===== src/rtl/fetch_pkg.sv =====
// Shared types and constants for the instruction fetch stage.
package fetch_pkg;

  localparam int unsigned XLEN = 32;
  localparam logic [XLEN-1:0] STOP_WORD = 32'h0000_0000;
  localparam logic [2:0] FUNCT3_WORD = 3'b010;
  localparam logic [XLEN-1:0] PC_ALIGN_MASK = {{(XLEN - 2){1'b1}}, 2'b00};

  typedef struct packed {
    logic [XLEN-1:0] pc;
    logic [XLEN-1:0] instr;
  } fetch_entry_t;

  typedef enum logic {
    RUN  = 1'b0,
    HALT = 1'b1
  } fetch_state_t;

  // Number of bits needed to hold an occupancy value 0..depth inclusive.
  function automatic int unsigned occ_width(input int unsigned depth);
    return $clog2(depth + 1);
  endfunction

endpackage


===== src/rtl/fetch_fifo.sv =====
// Synchronous prefetch FIFO of fetch entries; flush empties it in one cycle.
module fetch_fifo
  import fetch_pkg::*;
#(
  parameter int unsigned DEPTH = 2
) (
  input  logic                             clk,
  input  logic                             rst_n,
  input  logic                             push,
  input  fetch_entry_t                     push_data,
  input  logic                             pop,
  input  logic                             flush,
  output fetch_entry_t                     head,
  output logic [occ_width(DEPTH)-1:0]      count,
  output logic                             empty,
  output logic                             full
);

  localparam int unsigned PTR_W = (DEPTH > 1) ? $clog2(DEPTH) : 1;
  localparam int unsigned CNT_W = occ_width(DEPTH);

  fetch_entry_t     mem_q [DEPTH];
  logic [PTR_W-1:0] rd_ptr_q;
  logic [PTR_W-1:0] wr_ptr_q;
  logic [CNT_W-1:0] count_q;
  logic             do_push_c;
  logic             do_pop_c;

  assign empty     = (count_q == '0);
  assign full      = (count_q == CNT_W'(DEPTH));
  assign count     = count_q;
  assign head      = mem_q[rd_ptr_q];
  assign do_pop_c  = pop && !empty;
  assign do_push_c = push && (!full || do_pop_c);

  // Depth is a power of two, so pointers wrap naturally.
  always_ff @(posedge clk or negedge rst_n) begin
    if (!rst_n) begin
      rd_ptr_q <= '0;
      wr_ptr_q <= '0;
      count_q  <= '0;
      for (int i = 0; i < int'(DEPTH); i++) begin
        mem_q[i] <= '0;
      end
    end else if (flush) begin
      rd_ptr_q <= '0;
      wr_ptr_q <= '0;
      count_q  <= '0;
    end else begin
      if (do_push_c) begin
        mem_q[wr_ptr_q] <= push_data;
        wr_ptr_q        <= wr_ptr_q + PTR_W'(1);
      end
      if (do_pop_c) begin
        rd_ptr_q <= rd_ptr_q + PTR_W'(1);
      end
      count_q <= count_q + CNT_W'(do_push_c) - CNT_W'(do_pop_c);
    end
  end

  push_when_full_a : assert property (@(posedge clk) disable iff (!rst_n)
    !(push && !flush && full && !pop));

endmodule


===== src/rtl/instr_fetch.sv =====
// Instruction fetch: issues word reads, buffers responses with their PCs,
// handles redirects and halts on the all-zero stop word.
module instr_fetch
  import fetch_pkg::*;
#(
  parameter logic [XLEN-1:0] RESET_PC   = 32'h0000_0000,
  parameter int unsigned     FIFO_DEPTH = 2
) (
  input  logic            clk,
  input  logic            rst_n,
  output logic [XLEN-1:0] mem_read_address,
  output logic [2:0]      mem_funct3,
  input  logic [XLEN-1:0] mem_read_data,
  input  logic            redirect_valid,
  input  logic [XLEN-1:0] redirect_pc,
  output logic            instr_valid,
  input  logic            instr_ready,
  output logic [XLEN-1:0] instr,
  output logic [XLEN-1:0] instr_pc,
  output logic            halted
);

  localparam int unsigned CNT_W = occ_width(FIFO_DEPTH);
  localparam int unsigned OCC_W = CNT_W + 1;

  fetch_state_t     state_q;
  logic [XLEN-1:0]  fetch_pc_q;
  logic [XLEN-1:0]  inflight_pc_q;
  logic             inflight_q;

  fetch_entry_t     head;
  fetch_entry_t     push_data;
  logic [CNT_W-1:0] fifo_count;
  logic             fifo_empty;
  logic             fifo_full;

  logic             pop_c;
  logic             resp_c;
  logic             stop_c;
  logic             push_c;
  logic             room_c;
  logic             issue_c;
  logic [OCC_W-1:0] occ_c;

  assign mem_read_address = fetch_pc_q;
  assign mem_funct3       = FUNCT3_WORD;
  assign instr_valid      = !fifo_empty;
  assign instr            = head.instr;
  assign instr_pc         = head.pc;

  // A redirect squashes the response arriving in the same cycle.
  assign pop_c  = instr_valid && instr_ready;
  assign resp_c = inflight_q && !redirect_valid;
  assign stop_c = resp_c && (mem_read_data == STOP_WORD);
  assign push_c = resp_c && (mem_read_data != STOP_WORD);

  assign push_data.pc    = inflight_pc_q;
  assign push_data.instr = mem_read_data;

  // Buffered plus in-flight entries must still fit after this cycle's pop.
  assign occ_c   = OCC_W'(fifo_count) + OCC_W'(inflight_q);
  assign room_c  = (fifo_full && !pop_c) ? 1'b0
                 : ((occ_c - OCC_W'(pop_c)) < OCC_W'(FIFO_DEPTH));
  assign issue_c = (state_q == RUN) && !redirect_valid && !stop_c && room_c;

  always_ff @(posedge clk or negedge rst_n) begin
    if (!rst_n) begin
      state_q       <= RUN;
      halted        <= 1'b0;
      fetch_pc_q    <= RESET_PC;
      inflight_q    <= 1'b0;
      inflight_pc_q <= '0;
    end else if (redirect_valid) begin
      state_q    <= RUN;
      halted     <= 1'b0;
      fetch_pc_q <= redirect_pc & PC_ALIGN_MASK;
      inflight_q <= 1'b0;
    end else begin
      if (stop_c) begin
        state_q <= HALT;
        halted  <= 1'b1;
      end
      inflight_q <= issue_c;
      if (issue_c) begin
        inflight_pc_q <= fetch_pc_q;
        fetch_pc_q    <= fetch_pc_q + XLEN'(4);
      end
    end
  end

  fetch_fifo #(
    .DEPTH (FIFO_DEPTH)
  ) u_fifo (
    .clk       (clk),
    .rst_n     (rst_n),
    .push      (push_c),
    .push_data (push_data),
    .pop       (pop_c),
    .flush     (redirect_valid),
    .head      (head),
    .count     (fifo_count),
    .empty     (fifo_empty),
    .full      (fifo_full)
  );

endmodule


===== config.mk =====
export PLATFORM = sky130hd
export DESIGN_NAME = instr_fetch
export DESIGN_NICKNAME = d
export VERILOG_FILES = /design/src/rtl/fetch_pkg.sv /design/src/rtl/fetch_fifo.sv /design/src/rtl/instr_fetch.sv
export SDC_FILE = /design/constraint.sdc
export NUM_CORES = 1
export LEC_CHECK = 0
export ABC_AREA = 1
export BUFFER_PORTS_ARGS = -buffer_cell sky130_fd_sc_hd__buf_4
export CAP_MARGIN = 20
export CORE_UTILIZATION = 40
export CTS_BUF_LIST = sky130_fd_sc_hd__clkbuf_4 sky130_fd_sc_hd__clkbuf_8
export CTS_CLUSTER_DIAMETER = 100
export CTS_CLUSTER_SIZE = 28
export DETAILED_ROUTE_END_ITERATION = 6
export HOLD_SLACK_MARGIN = 0.02
export PLACE_DENSITY = 0.62
export SETUP_SLACK_MARGIN = 0.1
export SLEW_MARGIN = 5
export SYNTH_ARGS = -nofsm -noshare
export SYNTH_HDL_FRONTEND = slang
export SYNTH_SLANG_ARGS = --single-unit

===== constraint.sdc =====
create_clock -name clk -period 6.33 [get_ports clk]
set_input_delay 0 -clock clk [delete_from_list [all_inputs] [get_ports clk]]
set_output_delay 0 -clock clk [all_outputs]
set_load 0.005 [all_outputs]

==> results of run 1 <==
final timing paths:
kind	from	endpoint	slack, ns
min in group clk	redirect_pc[21]	mem_read_address[21]	0.37
max in group asynchronous	rst_n	mem_read_address[15]	4.93
hold / removal	rst_n	u_fifo.mem_q[20]	0.20
setup / recovery	u_fifo.count[1]	inflight_pc_q[6]	3.29
setup reg to reg	u_fifo.count[1]	inflight_pc_q[6]	3.29
hold reg to reg	inflight_pc_q[9]	inflight_pc_q[9]	0.49
flip-flops by register name, indices dropped and copies added (netlist names):
signal and count:
u_fifo.wr_ptr_q 1, u_fifo.mem_q 124, inflight_q 1, state_q 1, u_fifo.count 2, u_fifo.rd_ptr_q 1, inflight_pc_q 30, mem_read_address 30
cell families after synthesis:
group                      after synthesis  synth area share
buffers and inverters                  178           0.09162
AOI/OAI and AO/OA                      166           0.08778
DFF                                    190            0.5024
other                                    2         0.0007935
and+or+nand+nor                        698            0.3008
adders and majority gates                5          0.007404
xor gates and xnor gates                10          0.009255
final cells by class:
class                   count  share of cell area
repair buffers            233              0.1653
multi-input cells         886              0.3260
well taps                 313             0.03307
inverters                 109             0.03455
flip-flops and latches    190              0.4016
clock buffers              19             0.02155
clock inverters            12             0.01786
where the power goes:
part / switching, mW / internal [mW]
Combinational: 1.09 / 0.870
Clock: 0.432 / 0.488
Sequential: 0.376 / 1.74
per-layer routing:
metal / GRT usage / up-vias / part of all wire
li1: - / 4224 / -
met1: 0.2874 / 3717 / 0.49
met2: 0.3136 / 196 / 0.46
met3: 0.03306 / 16 / 0.040
met4: 0.05089 / 0 / 0.011
met5: 0 / - / 0
through the flow:
stage	area, um^2	hold slack [ns]	power [mW]	util	cells
3_3_place_gp	10670	0.1771	4.028	0.4656	1664
6_report	11840	0.1956	5.001	0.5168	1762
4_1_cts	11790	0.2497	5.040	0.5144	1760
2_1_floorplan	9483	-0.2956	3.282	-	1254
5_1_grt	11840	0.2545	5.458	0.5168	1762
3_5_place_dp	10670	0.1884	4.072	0.4656	1664
synthesized netlist by cell type (all sizes together):
cell type / instances
nand2: 563
dfrtp: 190
o21ai: 165
inv: 109
nand3: 69
nor2: 62
buf: 43
clkbuf: 26
xor2: 7
ha: 4
xnor2: 3
and2: 2
conb: 2
nor3: 2
a21oi: 1
fa: 1
critical path, delay by kind of cell (launching register included):
kind                     cells  cell delay [ns]
XOR/XNOR                     1             0.18
adder cells (fa/ha/maj)      2             0.64
buffers and inverters        5             1.13
flip-flops                   1             0.46
AND/OR/NAND/NOR              7             0.54
repair_timing:
item | in CTS | in global routing
endpoints found under the hold margin | 209 | 0
hold buffers | 65 | 0
buffers inserted | 0 | 0
==> results.cfg, run 1 <==
[floorplan]
fp.dieW_um = 155.8
die-area_um2 = 24280
core_um2 = 22920
initial_utilization = 0.4130
io_pins = 169
row_count = 55
die_h_um = 155.8

[critical_path]
crit_slowest_cell = buf_4
critPathLaunchType = flop
crit_top_cell = nand2_1
critical_path.endpoint_type = flop
cp_max_fo = 84
critical-path-max-stage-delay_ns = 0.67
arrival_ns = 3.39
critPathKind = reg2reg
critPathRequiredTime_ns = 6.68
worst-r2r-cell-count = 15
path_cells = inv_2 > nand2_1 > nand2_1 > inv_1 > ha_1 > inv_1 > nand2_1 > fa_1 > xor2_1 > nor3_2 > nand2_2 > buf_4 > inv_2 > nand2_1 > nand2_1

[final_layout]
seqCellArea_um2 = 4756
layout-drive-gt1-share = 0.1587
antennaDiodeCount = 0
fin_nets = 1510
layout_commonest_cell = nand2_1
mostFrequentLayoutCells = 559 x nand2_1, 189 x dfrtp_1, 165 x buf_4, 135 x o21ai_0, 103 x inv_1
fill_cells = 2271
multi_input_comb_area_um2 = 3861
area_growth_syn_to_layout_pct = 25.13

[placed_design]
hpwlAfterDp_um = 14600
portBuffers = 159
gp_congestion = 0.9027
pre_cts_ws_ns = 3.132

[routing]
ant_nets = 0
drt-total-wl_um = 23170
vias = 8153
drc = 0
first_pass_iters = 7
via_per_inst = 4.627
wl_per_cell_um = 13.15
drt_iter0_markers = 547

[timing]
fin_crit_sh = 0.4804
setup_ws_ns = 3.289
hold_violations = 0
clock.fmax_ghz = 0.3289
fin_skew_ns = 0.01046
tns_ns = 0
max_slew.worst_pin.slew_ns = 0.9249
post-route-min-period_ns = 3.041
finalMaxSlewViolations = 0
slew_headroom = 0.3834
setup_viol = 0
rsz0062_at_grt = no

[global_routing]
grt_pass1_vias = 7736
overflow = 0
grt_pass1_wl_um = 38680
grt_antenna_before_repair = 0
grt_max_degree = 114
grtUsageTotal = 0.2003

[pwr]
powerDensity_nw_per_um2 = 422.3
leakage_nw = 6.120
ir_drop_uv = 167.5

[yosys]
netlist_top_cells_area = dfrtp_1 50%, nand2_1 22%, o21ai_0 7.1%, inv_1 4.1%, nand3_1 3.2%
syn_avg_cell_area_um2 = 7.577
ys_seq_area_frac = 0.5024
syn_area_um2 = 9464
yosysWarningCount = 0
synth.top_cell.area_share = 0.5024
syn_inst = 1249
synth_top_area_cell = dfrtp_1
ys_seq_elements = 190
synth_cell_type_count = 28

[cts]
cts_inserted_buffers = 17
clk_transition_reported_paths_ns = 0.09
cts_root_buffer = clkbuf_8
cts_tree = yes
clkSinkCount = 190
htree_num_levels = 4
cts_resized = 0
clk_path_buf_depth = 2
insertion_delay_ns = 0.45

[status]
status = finished clean

[job]
cap_viol_max_count = 0

[worst_hold_path]
min_path_type = in2async
Note: power is estimated with default switching activity, not from simulation.
==> inputs of run 2 (changes only) <==
ABC_AREA = 0   (was 1)
PLACE_DENSITY = 0.65   (was 0.62)
clock period = 2.53 ns   (was 6.33 ns; I/O delays follow)
==> results.cfg, run 2 <==
[timing]
tns_ns = -14.17
clock.fmax_ghz = 0.3496
rsz0062_at_grt = yes
post-route-min-period_ns = 2.860
setup_viol = 60
setup_ws_ns = -0.3300
finalMaxSlewViolations = 0
hold_violations = 0
max_slew.worst_pin.slew_ns = 0.7026
fin_crit_sh = 1.130
slew_headroom = 0.5316
fin_skew_ns = 0.02045

[final_layout]
stdcell_count = 1258
layout_commonest_cell = mux2_2
area_growth_syn_to_layout_pct = 36.28
fill_cells = 1890
top_register = u_fifo.mem_q
antennaDiodeCount = 0
fin_nets = 1038
layout-drive-gt1-share = 0.5266
mostFrequentLayoutCells = 203 x mux2_2, 196 x buf_4, 189 x dfrtp_1, 63 x dlygate4sd3_1, 24 x nand2_1
fin_util = 0.5629
largest_register_ff_count = 124

[cts]
insertion_delay_ns = 0.46
clkSinkCount = 190
cts_root_buffer = clkbuf_8
cts_inserted_buffers = 17
cts_tree = yes
clk_path_buf_depth = 2
clk_transition_reported_paths_ns = 0.09
htree_num_levels = 4

[job]
cap_viol_max_count = 0

[yosys]
ys_async_sr_fraction = 1.000
ys_seq_elements = 190
synth.top_cell.area_share = 0.5210
syn_avg_cell_area_um2 = 13.00
yosysWarningCount = 0
ys_top_cells_by_count = 203 x mux2_2, 190 x dfrtp_1, 25 x nand2_1, 18 x o21ai_0
netlist_top_cells_area = dfrtp_1 52%, mux2_2 25%, buf_6 1.4%, mux2_1 1.2%, buf_4 1.2%
synth_edf_count = 0
synthFlopType = dfrtp_1
syn_area_um2 = 9125
ys_seq_area_frac = 0.5210
yosysMostFrequentCell = mux2_2
synth_top_area_cell = dfrtp_1
synth_cell_type_count = 62
syn_inst = 702

[status]
violations = setup timing
status = finished with violations

[worst_hold_path]
min_path_type = in2reg
worstHoldPathCells = 5

[floorplan]
initial_utilization = 0.4130
die_h_um = 153.0
io_pins = 169
fp.dieW_um = 153.0
die-area_um2 = 23420
core_um2 = 22090
row_count = 54

[global_routing]
overflow = 0
grt_pass1_wl_um = 38010
grt_max_degree = 81
grt_pass1_vias = 7000
grtUsageTotal = 0.2065
grt_antenna_before_repair = 0

[placed_design]
dp_cells = 1138
hpwlAfterDp_um = 15290
gp_congestion = 0.8327
portBuffers = 159

[routing]
drc = 0
first_pass_iters = 5
vias = 6883
wl_per_cell_um = 18.93
via_per_inst = 5.471
ant_nets = 0
drt_iter0_markers = 292
drt-total-wl_um = 23810

[pwr]
powerDensity_nw_per_um2 = 1156
ir_drop_uv = 500.1
leakage_nw = 5.595
p_total_mw = 14.38

[critical_path]
critPathRequiredTime_ns = 2.87
critPathKind = reg2reg
cp_max_fo = 7
arrival_ns = 3.20
critPathLaunchType = flop
critical_path.endpoint_type = flop
worst-r2r-cell-count = 13
## run 2: cell count changes in the layout (fill, tap and decap cells not counted), sizes merged, moves of 13 or more
cell / delta
nor4: +13
nand2: -530
nor2: -48
nand4: +13
o21ai: -146
mux2: +213
inv: -95
nand3: -60
buf: +50
## run 2: per-stage QoR
step / worst slack (ns) / cell area, um^2 / hold slack (ns)
detailed placement: -0.3771 / 10830 / 0.09243
CTS: -0.3176 / 12190 / 0.03527
floorplan: -0.1763 / 9216 / -0.2956
global placement: -0.3209 / 10830 / 0.08620
finish: -0.3300 / 12440 / 0.06207
global route: -0.4428 / 12440 / 0.07943
## run 2: routing by layer
| layer | global-route usage | vias up | routed length, um |
|---|---|---|---|
| met3 | 0.04451 | 36 | 1261 |
| met1 | 0.2777 | 3466 | 10800 |
| li1 | - | 3137 | - |
| met4 | 0.06638 | 0 | 433 |
| met2 | 0.3322 | 244 | 11320 |
| met5 | 0 | - | 0 |
## run 2: cells by family after synthesis
kind of cell / share of synthesized area
adders and majority gates: 0.007679
and+or+nand+nor: 0.08830
DFF: 0.5210
muxes: 0.2650
buffers and inverters: 0.04031
other: 0.0008230
AOI/OAI and AO/OA: 0.07391
xor gates and xnor gates: 0.002880
## run 2: cell type report
cell class | count | area (um^2) | share of cell area
sequential | 190 | 4758 | 0.3826
timing repair buffer | 281 | 2426 | 0.1951
inverter | 13 | 51.30 | 0.004125
multi-input combinational | 462 | 4398 | 0.3537
tap | 280 | 350.3 | 0.02817
clock buffer | 20 | 269.0 | 0.02163
clock inverter | 12 | 182.7 | 0.01469
## run 2: worst paths after layout
path / startpoint / end / slack [ns]
worst max-delay path: u_fifo.count[1] / mem_read_address[28] / -0.33
max in group asynchronous: rst_n / mem_read_address[18] / 1.64
worst max register to register: u_fifo.count[1] / mem_read_address[28] / -0.33
worst min register to register: u_fifo.mem_q[107] / u_fifo.mem_q[107] / 0.50
worst min-delay path: instr_ready / u_fifo.rd_ptr_q / 0.06
min in group asynchronous: rst_n / u_fifo.mem_q[24] / 0.09
## run 2: power breakdown
part           switching, mW  internal, mW
Clock                   1.11          1.15
Sequential              1.06          4.41
Combinational           2.65          4.00
## run 2: timing repair
action                                  in CTS  in global routing
endpoints found under the hold margin      171                  0
endpoints found under the setup margin      61                 61
hold buffers                                63                  0
gates cloned                                 3                  2
gates resized for setup                     25                 38
buffers inserted                            12                 10
pin swaps                                   10                 13
## run 2: worst max-delay path: stages, from the launching register on
cell	delay [ns]
dfrtp_1	0.38
or2_4	0.25
and2_4	0.15
ha_4	0.21
inv_2	0.06
nand2_2	0.05
fa_1	0.37
o211a_1	0.16
buf_4	0.15
o21a_4	0.26
buf_8	0.15
buf_6	0.11
a32o_1	0.24
a211o_1	0.22
==> inputs of run 3 (changes only) <==
CORE_UTILIZATION = 52   (was 40)
PLACE_DENSITY = 0.8   (was 0.65)
RECOVER_POWER = 25   (was unset)
==> results.cfg, run 3 (synthesized netlist as in run 2, its figures left out) <==
[final_layout]
largest_register_ff_count = 124
fin_util = 0.7080
area_growth_syn_to_layout_pct = 33.74
antennaDiodeCount = 0
mostFrequentLayoutCells = 203 x mux2_2, 197 x buf_4, 189 x dfrtp_1, 63 x dlygate4sd3_1, 24 x nand2_1
fin_nets = 1035
fill_cells = 1178
multi_input_comb_area_um2 = 4320
layout-drive-gt1-share = 0.5138
layout_commonest_cell = mux2_2
top_register = u_fifo.mem_q
seqCellArea_um2 = 4756

[pwr]
clkPwrFrac = 0.148
p_int_mw = 9.400
switching_power_mw = 4.762
combPwrFrac = 0.469
powerDensity_nw_per_um2 = 1160
ir_drop_uv = 621.0
leakage_nw = 5.548
swShare = 0.3363
p_total_mw = 14.16
seqPwrFrac = 0.383

[global_routing]
grt_pass1_wl_um = 35420
overflow = 0
grtUsageTotal = 0.2521
grt_antenna_before_repair = 0
grt_max_degree = 82
grt_pass1_vias = 6887

[timing]
setup_viol = 61
fin_crit_sh = 1.114
fin_skew_ns = 0.01243
max_slew.worst_pin.slew_ns = 1.974
slew_headroom = -0.3158
hold_violations = 0
tns_ns = -11.81
rsz0062_at_grt = yes
clock.fmax_ghz = 0.3548
post-route-min-period_ns = 2.818
setup_ws_ns = -0.2883
finalMaxSlewViolations = 82

[cts]
insertion_delay_ns = 0.47
cts_inserted_buffers = 17
cts_root_buffer = clkbuf_8
clk_transition_reported_paths_ns = 0.09
htree_num_levels = 4
clk_path_buf_depth = 2
cts_tree = yes
clkSinkCount = 190

[job]
cap_viol_max_count = 1

[floorplan]
fp.dieW_um = 134.5
die-area_um2 = 18080
die_h_um = 134.5
core_um2 = 17240
row_count = 48
io_pins = 169
initial_utilization = 0.5294

[placed_design]
portBuffers = 159
hpwlAfterDp_um = 14600
pre_cts_ws_ns = -0.3434
gp_congestion = 0.8721

[status]
status = finished with violations
violations = capacitance limit, slew limit, setup timing

[routing]
first_pass_iters = 6
drt-total-wl_um = 23230
wl_per_cell_um = 19.36
drc = 0
ant_nets = 0
vias = 6943
via_per_inst = 5.786
drt_iter0_markers = 491

[worst_hold_path]
min_path_type = in2reg

[critical_path]
critPathRequiredTime_ns = 2.88
critPathKind = reg2reg
cp_max_fo = 6
critical_path.endpoint_type = flop
critPathLaunchType = flop
arrival_ns = 3.17
run 3: changes by cell type in the layout (fill, tap and decap cells not counted), moves of 3 or more:
cell	previous run	this run
o221ai_2	5	1
clkbuf_4	1	4
o31ai_4	3	0
o31ai_1	5	8
o221ai_1	0	4
buf_6	12	6
run 3: cell type report:
cell class | instances | share of cell area
sequential | 190 | 0.3897
clock inverter | 10 | 0.01128
inverter | 13 | 0.004408
tap | 225 | 0.02307
clock buffer | 22 | 0.02276
multi-input combinational | 463 | 0.3540
timing repair buffer | 277 | 0.1948
run 3: worst paths after layout:
check,to,depth (start not counted),slack (ns),startpoint
worst max-delay path,inflight_pc_q[26],12,-0.29,u_fifo.count[1]
worst min-delay path,u_fifo.count[1],3,0.15,redirect_valid
worst max register to register,inflight_pc_q[26],12,-0.29,u_fifo.count[1]
worst min register to register,u_fifo.mem_q[107],1,0.50,u_fifo.mem_q[107]
max in group asynchronous,u_fifo.mem_q[108],3,0.37,rst_n
min in group asynchronous,u_fifo.mem_q[27],2,0.65,rst_n
run 3: per-layer routing:
| metal | GRT usage | wire length, um | vias up | part of all wire |
|---|---|---|---|---|
| met5 | 0 | 0 | - | 0 |
| met4 | 0.09925 | 583 | 0 | 0.025 |
| met3 | 0.03979 | 1280 | 42 | 0.055 |
| met2 | 0.4188 | 11500 | 254 | 0.50 |
| met1 | 0.3330 | 9867 | 3515 | 0.42 |
| li1 | - | - | 3132 | - |
run 3: critical path: stages (launching register included):
cell     delay, ns
dfrtp_1       0.38
or2_4         0.25
and2_4        0.15
ha_4          0.22
inv_4         0.05
nand2_2       0.05
fa_1          0.48
nor3b_4       0.19
buf_4         0.16
o21a_4        0.23
buf_4         0.16
nand2_4       0.09
mux2_2        0.30
run 3: through the flow:
stage	hold slack [ns]	instances	cell area (um^2)
2_1_floorplan	-0.2956	707	9216
3_3_place_gp	0.08247	1079	10740
3_5_place_dp	0.08180	1079	10740
4_1_cts	0.03690	1181	11910
5_1_grt	0.1635	1200	12200
6_report	0.1472	1200	12200
run 3: timing repair:
| action | CTS | global route |
|---|---|---|
| buffers inserted | 7 | 12 |
| cloned | 0 | 7 |
| hold endpoints to repair | 171 | 0 |
| pin swaps | 5 | 13 |
| hold buffers | 63 | 0 |
| gates resized for setup | 20 | 25 |
| setup endpoints to repair | 61 | 61 |
run 3: power by group through the flow:
stage / Combinational [mW] / Sequential (mW) / Clock [mW]
floorplan: 3.58 / 5.12 / 0
global placement: 5.61 / 5.38 / 0
detailed placement: 5.77 / 5.45 / 0
CTS: 6.09 / 5.39 / 2.15
global route: 7.13 / 5.61 / 2.26
finish: 6.64 / 5.43 / 2.10
